File: config.mk
export PLATFORM = sky130hd
export DESIGN_NAME = muldiv_unit
export DESIGN_NICKNAME = d
export VERILOG_FILES = /design/src/rtl/muldiv_unit.sv
export SDC_FILE = /design/constraint.sdc
export NUM_CORES = 1
export LEC_CHECK = 0
export BUFFER_PORTS_ARGS = -buffer_cell sky130_fd_sc_hd__buf_2
export CORE_MARGIN = 1
export CORE_UTILIZATION = 54
export DETAILED_ROUTE_END_ITERATION = 8
export GPL_TIMING_DRIVEN = 0
export HOLD_SLACK_MARGIN = 0.08
export PLACE_DENSITY = 0.72
export SLEW_MARGIN = 20
export SYNTH_ARGS = -nofsm -noshare
export SYNTH_HDL_FRONTEND = slang
export SYNTH_SLANG_ARGS = --single-unit
File: constraint.sdc
create_clock -name clk -period 5.5 [get_ports clk]
set_clock_uncertainty 0.2 [all_clocks]
set_input_delay 0.55 -clock clk [delete_from_list [all_inputs] [get_ports clk]]
set_output_delay 0.55 -clock clk [all_outputs]
set_load 0.005 [all_outputs]
File: src/rtl/muldiv_unit.sv
// Iterative RV32M multiply/divide unit: one bit per clock, shift-add multiply and restoring divide.
// Optional macro MULDIV_FASTPATH_EN: zero operands and div special cases bypass the iteration.
module muldiv_unit #(
   parameter int WIDTH = 32
) (
   input  logic             clk,
   input  logic             reset_n,
   input  logic             InValid,
   output logic             InReady,
   input  logic [WIDTH-1:0] SrcA,
   input  logic [WIDTH-1:0] SrcB,
   input  logic [2:0]       MulDivOp,
   output logic             OutValid,
   input  logic             OutReady,
   output logic [WIDTH-1:0] Result,
   output logic             Zero,
   output logic             Negative,
   output logic             Busy
);
   localparam int CNT_W = $clog2(WIDTH + 1);
   localparam logic [WIDTH-1:0] MIN_NEG = {1'b1, {(WIDTH-1){1'b0}}};

   typedef enum logic [1:0] {S_IDLE, S_CALC, S_FIX, S_DONE} state_t;

   state_t             state_q, state_d;
   logic [WIDTH-1:0]   a_q, a_d, b_q, b_d, srca_q, srca_d, quo_q, quo_d;
   logic [WIDTH-1:0]   result_q, result_d;
   logic [2*WIDTH-1:0] prod_q, prod_d;
   logic [WIDTH:0]     rem_q, rem_d;
   logic [2:0]         op_q, op_d;
   logic [CNT_W-1:0]   cnt_q, cnt_d;
   logic               neg_q, neg_d, neg_rem_q, neg_rem_d, bzero_q, bzero_d;
   logic               zero_q, zero_d, negf_q, negf_d, out_valid_q, out_valid_d;
`ifdef MULDIV_FASTPATH_EN
   logic               fast_q, fast_d;
   logic [WIDTH-1:0]   fast_res_q, fast_res_d;
   logic               fast_hit, in_ovf;
   logic [WIDTH-1:0]   fast_val;
`endif

   // Operand decode at the accept edge
   logic             in_is_div, a_sgn, b_sgn, a_neg, b_neg;
   logic [WIDTH-1:0] a_mag, b_mag;
   assign in_is_div = MulDivOp[2];
   assign a_sgn     = in_is_div ? ~MulDivOp[0] : (MulDivOp == 3'b001 || MulDivOp == 3'b010);
   assign b_sgn     = in_is_div ? ~MulDivOp[0] : (MulDivOp == 3'b001);
   assign a_neg     = a_sgn & SrcA[WIDTH-1];
   assign b_neg     = b_sgn & SrcB[WIDTH-1];
   assign a_mag     = a_neg ? -SrcA : SrcA;
   assign b_mag     = b_neg ? -SrcB : SrcB;

`ifdef MULDIV_FASTPATH_EN
   assign in_ovf   = in_is_div & ~MulDivOp[0] & (SrcA == MIN_NEG) & (SrcB == '1);
   assign fast_hit = (SrcA == '0) || (SrcB == '0) || in_ovf;
   always_comb begin
      fast_val = '0;
      if (in_is_div) begin
         if (SrcB == '0)
            fast_val = MulDivOp[1] ? SrcA : '1;
         else if (in_ovf)
            fast_val = MulDivOp[1] ? '0 : MIN_NEG;
      end
   end
`endif

   // One iteration step of each datapath
   logic [WIDTH:0]   mul_sum;
   logic [WIDTH+1:0] div_shift, div_diff;
   assign mul_sum   = {1'b0, prod_q[2*WIDTH-1:WIDTH]} + {1'b0, (prod_q[0] ? b_q : {WIDTH{1'b0}})};
   assign div_shift = {rem_q, quo_q[WIDTH-1]};
   assign div_diff  = div_shift - {2'b00, b_q};

   // Sign correction and half/quotient/remainder selection
   logic [2*WIDTH-1:0] prod_fix;
   logic [WIDTH-1:0]   quo_fix, rem_fix, fix_res;
   assign prod_fix = neg_q ? -prod_q : prod_q;
   assign quo_fix  = neg_q ? -quo_q : quo_q;
   assign rem_fix  = neg_rem_q ? -rem_q[WIDTH-1:0] : rem_q[WIDTH-1:0];

   always_comb begin
      fix_res = '0;
      case (op_q)
         3'b000:                 fix_res = prod_fix[WIDTH-1:0];
         3'b001, 3'b010, 3'b011: fix_res = prod_fix[2*WIDTH-1:WIDTH];
         3'b100, 3'b101:         fix_res = bzero_q ? '1 : quo_fix;
         default:                fix_res = bzero_q ? srca_q : rem_fix;
      endcase
`ifdef MULDIV_FASTPATH_EN
      if (fast_q)
         fix_res = fast_res_q;
`endif
   end

   always_comb begin
      state_d     = state_q;
      a_d         = a_q;
      b_d         = b_q;
      srca_d      = srca_q;
      quo_d       = quo_q;
      rem_d       = rem_q;
      prod_d      = prod_q;
      op_d        = op_q;
      cnt_d       = cnt_q;
      neg_d       = neg_q;
      neg_rem_d   = neg_rem_q;
      bzero_d     = bzero_q;
      result_d    = result_q;
      zero_d      = zero_q;
      negf_d      = negf_q;
      out_valid_d = out_valid_q;
`ifdef MULDIV_FASTPATH_EN
      fast_d      = fast_q;
      fast_res_d  = fast_res_q;
`endif
      case (state_q)
         S_IDLE: begin
            if (InValid) begin
               a_d       = a_mag;
               b_d       = b_mag;
               srca_d    = SrcA;
               op_d      = MulDivOp;
               neg_d     = a_neg ^ b_neg;
               neg_rem_d = a_neg;
               bzero_d   = (SrcB == '0);
               prod_d    = {{WIDTH{1'b0}}, a_mag};
               quo_d     = a_mag;
               rem_d     = '0;
               cnt_d     = CNT_W'(WIDTH);
               state_d   = S_CALC;
`ifdef MULDIV_FASTPATH_EN
               fast_d     = fast_hit;
               fast_res_d = fast_val;
               if (fast_hit)
                  state_d = S_FIX;
`endif
            end
         end
         S_CALC: begin
            if (op_q[2]) begin
               rem_d = div_diff[WIDTH+1] ? div_shift[WIDTH:0] : div_diff[WIDTH:0];
               quo_d = {quo_q[WIDTH-2:0], ~div_diff[WIDTH+1]};
            end else begin
               prod_d = {mul_sum, prod_q[WIDTH-1:1]};
            end
            cnt_d = cnt_q - CNT_W'(1);
            if (cnt_q == CNT_W'(1))
               state_d = S_FIX;
         end
         S_FIX: begin
            result_d    = fix_res;
            zero_d      = (fix_res == '0);
            negf_d      = fix_res[WIDTH-1];
            out_valid_d = 1'b1;
            state_d     = S_DONE;
         end
         S_DONE: begin
            if (OutReady) begin
               out_valid_d = 1'b0;
               state_d     = S_IDLE;
            end
         end
         default: state_d = S_IDLE;
      endcase
   end

   always_ff @(posedge clk or negedge reset_n) begin
      if (!reset_n) begin
         state_q     <= S_IDLE;
         a_q         <= '0;
         b_q         <= '0;
         srca_q      <= '0;
         quo_q       <= '0;
         rem_q       <= '0;
         prod_q      <= '0;
         op_q        <= '0;
         cnt_q       <= '0;
         neg_q       <= 1'b0;
         neg_rem_q   <= 1'b0;
         bzero_q     <= 1'b0;
         result_q    <= '0;
         zero_q      <= 1'b1;
         negf_q      <= 1'b0;
         out_valid_q <= 1'b0;
`ifdef MULDIV_FASTPATH_EN
         fast_q      <= 1'b0;
         fast_res_q  <= '0;
`endif
      end else begin
         state_q     <= state_d;
         a_q         <= a_d;
         b_q         <= b_d;
         srca_q      <= srca_d;
         quo_q       <= quo_d;
         rem_q       <= rem_d;
         prod_q      <= prod_d;
         op_q        <= op_d;
         cnt_q       <= cnt_d;
         neg_q       <= neg_d;
         neg_rem_q   <= neg_rem_d;
         bzero_q     <= bzero_d;
         result_q    <= result_d;
         zero_q      <= zero_d;
         negf_q      <= negf_d;
         out_valid_q <= out_valid_d;
`ifdef MULDIV_FASTPATH_EN
         fast_q      <= fast_d;
         fast_res_q  <= fast_res_d;
`endif
      end
   end

   assign InReady  = (state_q == S_IDLE);
   assign Busy     = (state_q != S_IDLE);
   assign OutValid = out_valid_q;
   assign Result   = result_q;
   assign Zero     = zero_q;
   assign Negative = negf_q;

endmodule

Yosys cells after proc, flatten, opt, wreduce, memory -nomap -nowiden
Cells that the tools add are included.

cells by class
  shifts and indexed selects = 0
  equality and inequality tests = 16
  mux-type cells = 29
  order comparisons = 0
  divide/modulo/power cells = 0
  reductions and logical operators = 16
  multipliers = 0
  bitwise gates (word level) = 5
  add/sub/neg operators = 8

operators with widths
  operator                                              count
  two-way mux 32 bit                                    9
  two-way mux 64 bit                                    3
  negation 32 bit                                       4
  one-hot mux 64 bit (2 select lines)                   1
  two-way mux 33 bit                                    3
  one-hot mux 32 bit (3 select lines)                   1
  one-hot mux 33 bit (2 select lines)                   1
  zero test 32 bit                                      2
  negation 64 bit                                       1
  one-hot mux 32 bit (2 select lines)                   1
  subtractor 34 x 32 -> 34 bit                          1
  adder 32 x 32 -> 33 bit                               1
  one-hot mux 6 bit (2 select lines)                    1
  inequality test 2 bit (second input constant)         5
  equality test 3 x 2 -> 1 bit (second input constant)  3
  AND reduction 3 bit                                   3
  one-hot mux 2 bit (4 select lines)                    1
  equality test 3 x 1 -> 1 bit (second input constant)  2
  equality test 3 bit (second input constant)           2
  equality test 6 x 1 -> 1 bit (second input constant)  1
  two-way mux 2 bit                                     3
  two-way mux 6 bit                                     1
  AND reduction 2 bit                                   3
  nonzero test 2 bit                                    3
  13 further kinds                                      18

word-level totals
  ROM bits = 0
  logic and storage cells = 89
  register bits after elaboration = 242
  output and inout port bits = 37
  input port bits = 71
  memories = 0
  latch bits = 0
  RAM bits = 0

Longest topological paths before layout
Gate-level depths: netlist (run 1).

  depth after elaboration = 7
  mapped depth = 15
  mapped depth without buffers = 14

Worst setup path after synthesis (run 1)
OpenSTA, ideal clock, no wires.

  kind = register -> register
  from = register prod_q[0]
  to = register zero_q, in the netlist Zero
  arrival time = 3.962 ns
  path slack = 1.277 ns
  data required time = 5.238 ns
  buffers on the path = 2
  library setup time = 0.062 ns
  cell stages (with the launch flop) = 14
  period minus slack after synthesis = 4.223 ns
  cell sequence = dfrtp_1 -> inv_1 -> clkbuf_1 -> ha_1 -> or4b_1 -> clkbuf_1 -> or3_1 -> or4_1 -> o41ai_1 -> xor2_1 -> a21oi_1 -> or4_1 -> nor4_1 -> a41o_1

between the ends
  longest elaborated chain between the ends = 4

ends and longest elaborated chain
  element                                  line  RTL
  from (decl)                              28    logic [2*WIDTH-1:0] prod_q, prod_d;
  from (signal assigned)                   195   prod_q <= prod_d;
  negation 64 bit                          76    assign prod_fix = neg_q ? -prod_q : prod_q;
  two-way mux 64 bit (*)                   76
  one-hot mux 32 bit (3 select lines) (*)  82    case (op_q)
  zero test 32 bit (*)                     151   zero_d = (fix_res == '0);
  to (signal assigned)                     202   zero_q <= zero_d;
  to (decl)                                33    logic zero_q, zero_d, negf_q, negf_d, out_valid_q, out_valid_d;

Every way passes the cells marked *; elsewhere a longest branch is shown, timed or not.
A chain may end at the register's enable or synchronous reset.

Worst setup path in the final report (run 1)
Ends and elaborated chain as after synthesis.

==> results of run 1 <==
Yosys cell counts, types with 8 or more instances:
master	count	area, µm²
a22oi_1	38	285.3
a21o_1	28	210.2
o21ai_1	18	90.09
nand2b_1	15	93.84
nor3_1	60	300.3
and2_1	9	56.30
a21oi_1	146	730.7
nor2b_1	22	137.6
xnor2_1	95	832.1
clkbuf_1	130	488.0
inv_1	81	304.0
o41ai_1	29	254.0
o31ai_1	43	322.8
or4_1	35	262.8
nor4_1	31	193.9
nand4_1	15	93.84
a211o_1	9	78.83
o22ai_1	15	93.84
or3_1	36	225.2
o21a_1	12	90.09
mux2_2	46	518.0
ha_1	75	938.4
a211oi_1	15	112.6
nor2_1	195	732.0
o211ai_1	18	135.1
nand3_1	32	160.2
dfrtp_1	240	6006
o21ai_0	229	1146
buf_1	8	30.03
or2_2	16	100.1
mux2i_1	43	430.4
o221ai_1	10	87.58
nand2_1	254	953.4
xor2_1	110	963.4
a31oi_1	15	93.84
kinds of logic (layout without fill, tap and decap cells):
| family | count (synthesis) | count (layout) |
|---|---|---|
| and+or+nand+nor | 758 | 758 |
| AOI/OAI and AO/OA | 707 | 707 |
| DFF | 241 | 241 |
| buffers and inverters | 223 | 422 |
| xor gates and xnor gates | 205 | 205 |
| muxes | 89 | 89 |
| adders and majority gates | 77 | 77 |
| other | 0 | 1 |
layout make-up:
type	instances	area, µm²	area share [%]
clock inverters	11	123.9	0.5831
well taps	448	560.5	2.639
multi-input cells	1836	11840	55.75
flip-flops and latches	241	6032	28.40
plain buffers	140	538.0	2.533
diodes	1	2.502	0.01178
inverters	82	311.5	1.467
clock buffers	42	854.6	4.023
repair buffers	147	975.9	4.594
tightest hold or removal path: cells and delay by family:
kind / cells / cell delay, ns
compound gates: 1 / 0.12
buf+inv: 1 / 0.10
xor+xnor: 1 / 0.06
metal layers:
| layer | track usage, % | vias to the layer above | routed length, µm |
|---|---|---|---|
| li1 | - | 8702 | - |
| met1 | 57.08 | 9602 | 30760 |
| met2 | 65.94 | 1229 | 33570 |
| met3 | 11.06 | 217 | 8684 |
| met4 | 15.76 | 4 | 3428 |
| met5 | 0 | - | 23 |
per-stage QoR:
step | total power [mW] | setup TNS, ns | setup WS (ns) | cell area (µm²)
3_5_place_dp | 11.00 | -0.4926 | -0.4926 | 19880
2_1_floorplan | 8.115 | 0 | 1.277 | 18710
6_report | 13.44 | 0 | 0.1804 | 21240
3_3_place_gp | 10.81 | -144.09 | -0.6356 | 19810
4_1_cts | 13.06 | 0 | 0.1535 | 21220
5_1_grt | 14.02 | 0 | 0.09401 | 21240
timing repair:
| action | in CTS | in global routing |
|---|---|---|
| endpoints found under the setup margin | 1 | 1 |
| resized for setup | 3 | 0 |
| pin swaps | 0 | 1 |
| hold buffers | 36 | 0 |
| setup buffers | 0 | 2 |
| hold endpoints to repair | 109 | 0 |
how the worst min path moves through the flow:
| stage | to | startpoint | slack [ns] |
|---|---|---|---|
| 2_1_floorplan | OutValid | reset_n | 0.05 |
| 3_3_place_gp | Result[2] | Result[2] | 0.26 |
| 3_5_place_dp | Result[2] | Result[2] | 0.27 |
| 4_1_cts | srca_q[13] | SrcA[13] | 0.08 |
| 5_1_grt | srca_q[31] | SrcA[31] | 0.09 |
| 6_report | b_q[22] | SrcB[22] | 0.07 |
power by group through the flow:
stage	Sequential (mW)	Combinational, mW	Clock [mW]
finish	3.43	8.00	2.01
global route	3.47	8.48	2.07
CTS	3.38	7.68	2.00
detailed placement	3.40	7.60	0
global placement	3.37	7.44	0
floorplan	3.04	5.08	0
sequential cells by signal (all words and copies together) (netlist names):
register and count:
cnt_q 6, b_q 32, neg_q 1, bzero_q 1, srca_q 32, Result 32, prod_q 64, neg_rem_q 1
op_q 3, quo_q 32, state_q 2, Zero 1, OutValid 1, rem_q 33
==> impl_metrics.yaml, run 1 <==
timing:
  grt_setup_unrepaired: "false"
  whs_ns: 0.06880
  slew_viol_final: 0
  slew_headroom_pct: 12.17
  worst_pin_slew_ns: 1.317
  fin_crit_ns: 5.320
  finalSetupViolations: 0
  min_period_over_period_pct: 96.72
  hold_viol_final: 0
  fmax_ghz: 0.1880
final_layout:
  final_cell_mix: "254 x nand2_1, 240 x dfrtp_1, 229 x o21ai_0, 195 x nor2_1, 146 x a21oi_1"
  syn_to_final_growth_pct: 13.51
  layout-drive-gt1-share_pct: 9.524
  layout.nets: 2625
  stdcell_count: 2948
  layout_commonest_cell: "nand2_1"
  fillers: 2929
  utilization_pct: 62.88
floorplan:
  die_w_um: 188.2
  ioPinCount: 108
  core_region_area_um2: 33780
  start_util_pct: 55.39
  row_count: 67
  die-area_um2: 35400
  die_h_um: 188.2
routing:
  drc: 0
  drtIter0Drc: 2513
  antenna_left: 0
  wl_um: 76460
  num_vias: 19750
  routedWlPerCell_um: 25.94
  dr.pass1.iters: 8
  detail_route.vias_per_cell: 6.701
power:
  power.share.clock_pct: 15.0
  power.net_switching_mw: 7.056
  p_int_mw: 6.380
  ir_drop_v: 0.0004076
  power_leakage_nw: 9.208
  pwr-share-comb_pct: 59.5
  p_sw_share_pct: 52.51
  p_seq_share_pct: 25.5
  power_density_nw_per_um2: 632.6
global_route:
  grt_pass1_vias: 18380
  grt_max_degree: 95
  antenna_found_initial: 4
  grt_usage_pct: 42.60
  grt.overflow.total: 0
  grt_pass1_wl_um: 114100
worst_setup_path:
  crit_end: "Zero"
  ff2ff_path_depth: 13
  slowest_stage: "dfrtp_1"
  critPathMaxFanout: 14
  cp_num_cells: 13
  r2r_start: "prod_q[0]"
  crit_path_cell_trace: "clkinvlp_4 > ha_1 > or4b_1 > clkbuf_1 > nor3_1 > nand4_1 > o31ai_1 > xnor2_1 > a211oi_1 > nand4_1 > or4_1 > nor4_1 > a41o_1"
  cp_data_arrival_time_ns: 5.65
  critical_path.startpoint: "prod_q[0]"
  crit_top_cell: "nand4_1"
  reg2reg_to: "Zero"
  r2r_setup_slack_ns: 0.18
  max_stage_delay_ns: 0.55
  setup.worst_path.class: "reg2reg"
  crit_buf_inv: 2
  critPathCaptureType: "flop"
  crit_family: "simple AND/OR/NAND/NOR gates"
  startpoint_type: "flop"
  critPathRequiredTime_ns: 5.83
synth:
  synth_cells: 2300
  syn-mean-instance-area_um2: 8.137
  synth_top_family_by_area: "compound AO/OA/AOI/OAI gates"
  yosysWarnings: 0
  synth-simple-area-share_pct: 19.31
  yosysSeqAreaShare_pct: 32.23
  synth_edf_count: 0
  synthArstFlopShare_pct: 100.0
  yosys.area_share.adder_pct: 5.228
  ys_ff_latch: 241
  ys_types: 85
  synth_xor_area_share_pct: 9.594
  synth_compound_area_share_pct: 24.03
  syn_area_um2: 18710
  synth_ff_type: "dfrtp_1"
  synth_nets: 2448
  muxShareOfSynthArea_pct: 5.068
clock_tree:
  htree_levels: 1
  clk_pin_slew_ns: 0.06
  cts_buffers: 29
  clkSinkCount: 241
  cts_root_buf: "clkbuf_16"
  clk_latency_ns: 0.60
  cts_buffer_depth: 3
  cts_tree: "built"
place:
  placed_cells: 2857
  port_buffers: 107
  routabilityCongestion: 1.079
  place_hpwl_um: 59900
hold_path:
  hold-path-cell-count: 3
  min_path_type: "in2reg"
flow_run:
  drv_cap: 0
run_status:
  status: "finished, final reports clean"
Power figures use the tool's default switching activity.
==> run 2, diff against run 1 <==
- PLACE_DENSITY: 0.72 -> 0.77
==> impl_metrics.yaml, run 2 (synthesis gave the netlist of run 1 again) <==
run_status:
  status: "finished, final reports clean"
timing:
  hold_viol_final: 0
  fin_crit_ns: 5.387
  fmax_ghz: 0.1856
  worst_pin_slew_ns: 1.065
  slew_viol_final: 0
  whs_ns: 0.08633
  tns_ns: 0
  finalSetupViolations: 0
  slew_headroom_pct: 27.15
  grt_setup_unrepaired: "false"
  min_period_over_period_pct: 97.94
  fin_ws_ns: 0.1131
place:
  placed_area_um2: 19880
  port_buffers: 107
  pre_cts_ws_ns: -0.3606
  placed_cells: 2857
  place_hpwl_um: 61680
  routabilityCongestion: 1.058
final_layout:
  final_cell_mix: "254 x nand2_1, 240 x dfrtp_1, 229 x o21ai_0, 195 x nor2_1, 146 x a21oi_1"
  syn_to_final_growth_pct: 13.99
  layout-drive-gt1-share_pct: 9.298
  layout.nets: 2632
  largest_reg_flops: 64
  layout_commonest_cell: "nand2_1"
  top_register: "prod_q"
  fillers: 2867
  final_area_um2: 21330
  stdcell_count: 2955
  top_regs: "prod_q (64), rem_q (33)"
  utilization_pct: 63.14
floorplan:
  start_util_pct: 55.39
  die_h_um: 188.2
  die_w_um: 188.2
  die-area_um2: 35400
  ioPinCount: 108
  core_region_area_um2: 33780
  row_count: 67
routing:
  wl_um: 78440
  dr.pass1.iters: 6
  num_vias: 19740
  routedWlPerCell_um: 26.54
  drc: 0
  drtIter0Drc: 2464
  detail_route.vias_per_cell: 6.682
  antenna_left: 0
flow_run:
  drv_cap: 0
clock_tree:
  clk_latency_ns: 0.61
  clk_pin_slew_ns: 0.07
  cts_root_buf: "clkbuf_16"
  clkSinkCount: 241
  cts_buffer_depth: 3
  cts_tree: "built"
  cts_buffers: 28
  htree_levels: 1
  post_cts_buffers: 0
worst_setup_path:
  slowest_stage: "clkdlybuf4s15_1"
  setup.worst_path.class: "reg2reg"
  max_stage_delay_ns: 0.79
  cp_data_arrival_time_ns: 5.71
  crit_family: "buffers and inverters"
  critPathMaxFanout: 10
  crit_buf_inv: 4
  critPathCaptureType: "flop"
  critPathRequiredTime_ns: 5.82
  crit_path_cell_trace: "clkbuf_1 > buf_1 > clkbuf_2 > clkdlybuf4s15_1 > o21ai_0 > xor2_1 > nor2_1 > a221oi_1 > o211ai_1 > nor4_1 > a41o_1"
  startpoint_type: "flop"
global_route:
  grt.overflow.total: 0
  grt_max_degree: 96
  grt_pass1_vias: 18530
  grt_pass1_wl_um: 116100
  antenna_found_initial: 1
  grt_usage_pct: 43.86
power:
  ir_drop_v: 0.0006331
  power_density_nw_per_um2: 635.0
  power_leakage_nw: 9.223
  total_power_mw: 13.55
hold_path:
  min_path_type: "in2reg"
## run 2: cell types whose count changed in the layout (fill, tap and decap cells not counted), sizes merged
| cell | before | now |
|---|---|---|
| buf | 122 | 120 |
| bufinv | 2 | 4 |
| clkbuf | 171 | 168 |
| clkdlybuf4s15 | 0 | 1 |
| clkinv | 9 | 6 |
| clkinvlp | 1 | 3 |
| dlygate4sd3 | 36 | 46 |
## run 2: power by group
part	switching [mW]	internal (mW)
Clock	0.831	1.17
Sequential	0.953	2.51
Combinational	5.37	2.70
## run 2: path summary, 6_finish.rpt
kind	start	to	slack, ns	cells past startpoint
worst max register to register	neg_q	Zero	0.11	11
min in group asynchronous	reset_n	prod_q[42]	0.31	2
max in group asynchronous	reset_n	neg_q	3.84	3
worst max-delay path	neg_q	Zero	0.11	11
worst min-delay path	SrcB[20]	b_q[20]	0.09	3
worst min register to register	b_q[7]	b_q[7]	0.28	2
## run 2: cell type report
cell class	instances	area (µm²)	area share, %
diodes	1	2.502	0.01173
inverters	82	311.5	1.460
plain buffers	140	545.5	2.557
flip-flops and latches	241	6032	28.28
clock inverters	12	193.9	0.9091
repair buffers	155	1061	4.974
well taps	448	560.5	2.628
multi-input cells	1836	11850	55.55
clock buffers	40	775.7	3.637
## run 2: tightest hold or removal path, stage by stage
cell	delay (ns)
buf_2	0.11
xnor2_1	0.10
o21ai_0	0.07
## run 2: metal layers
metal  routed length (µm)  track usage, %  part of all wire (%)  vias up
li1                     -               -                     -     8724
met1                31090           57.63                    40     9567
met2                33870           66.73                    43     1206
met3                 8918           12.30                    11      247
met4                 4559           20.33                   5.8        0
met5                    0               0                     0        -
## run 2: what timing repair did
| item | in CTS | in global routing |
|---|---|---|
| gates resized for setup | 1 | 6 |
| hold buffers | 45 | 1 |
| pin swaps | 1 | 0 |
| endpoints found under the setup margin | 1 | 1 |
| hold endpoints to repair | 112 | 1 |
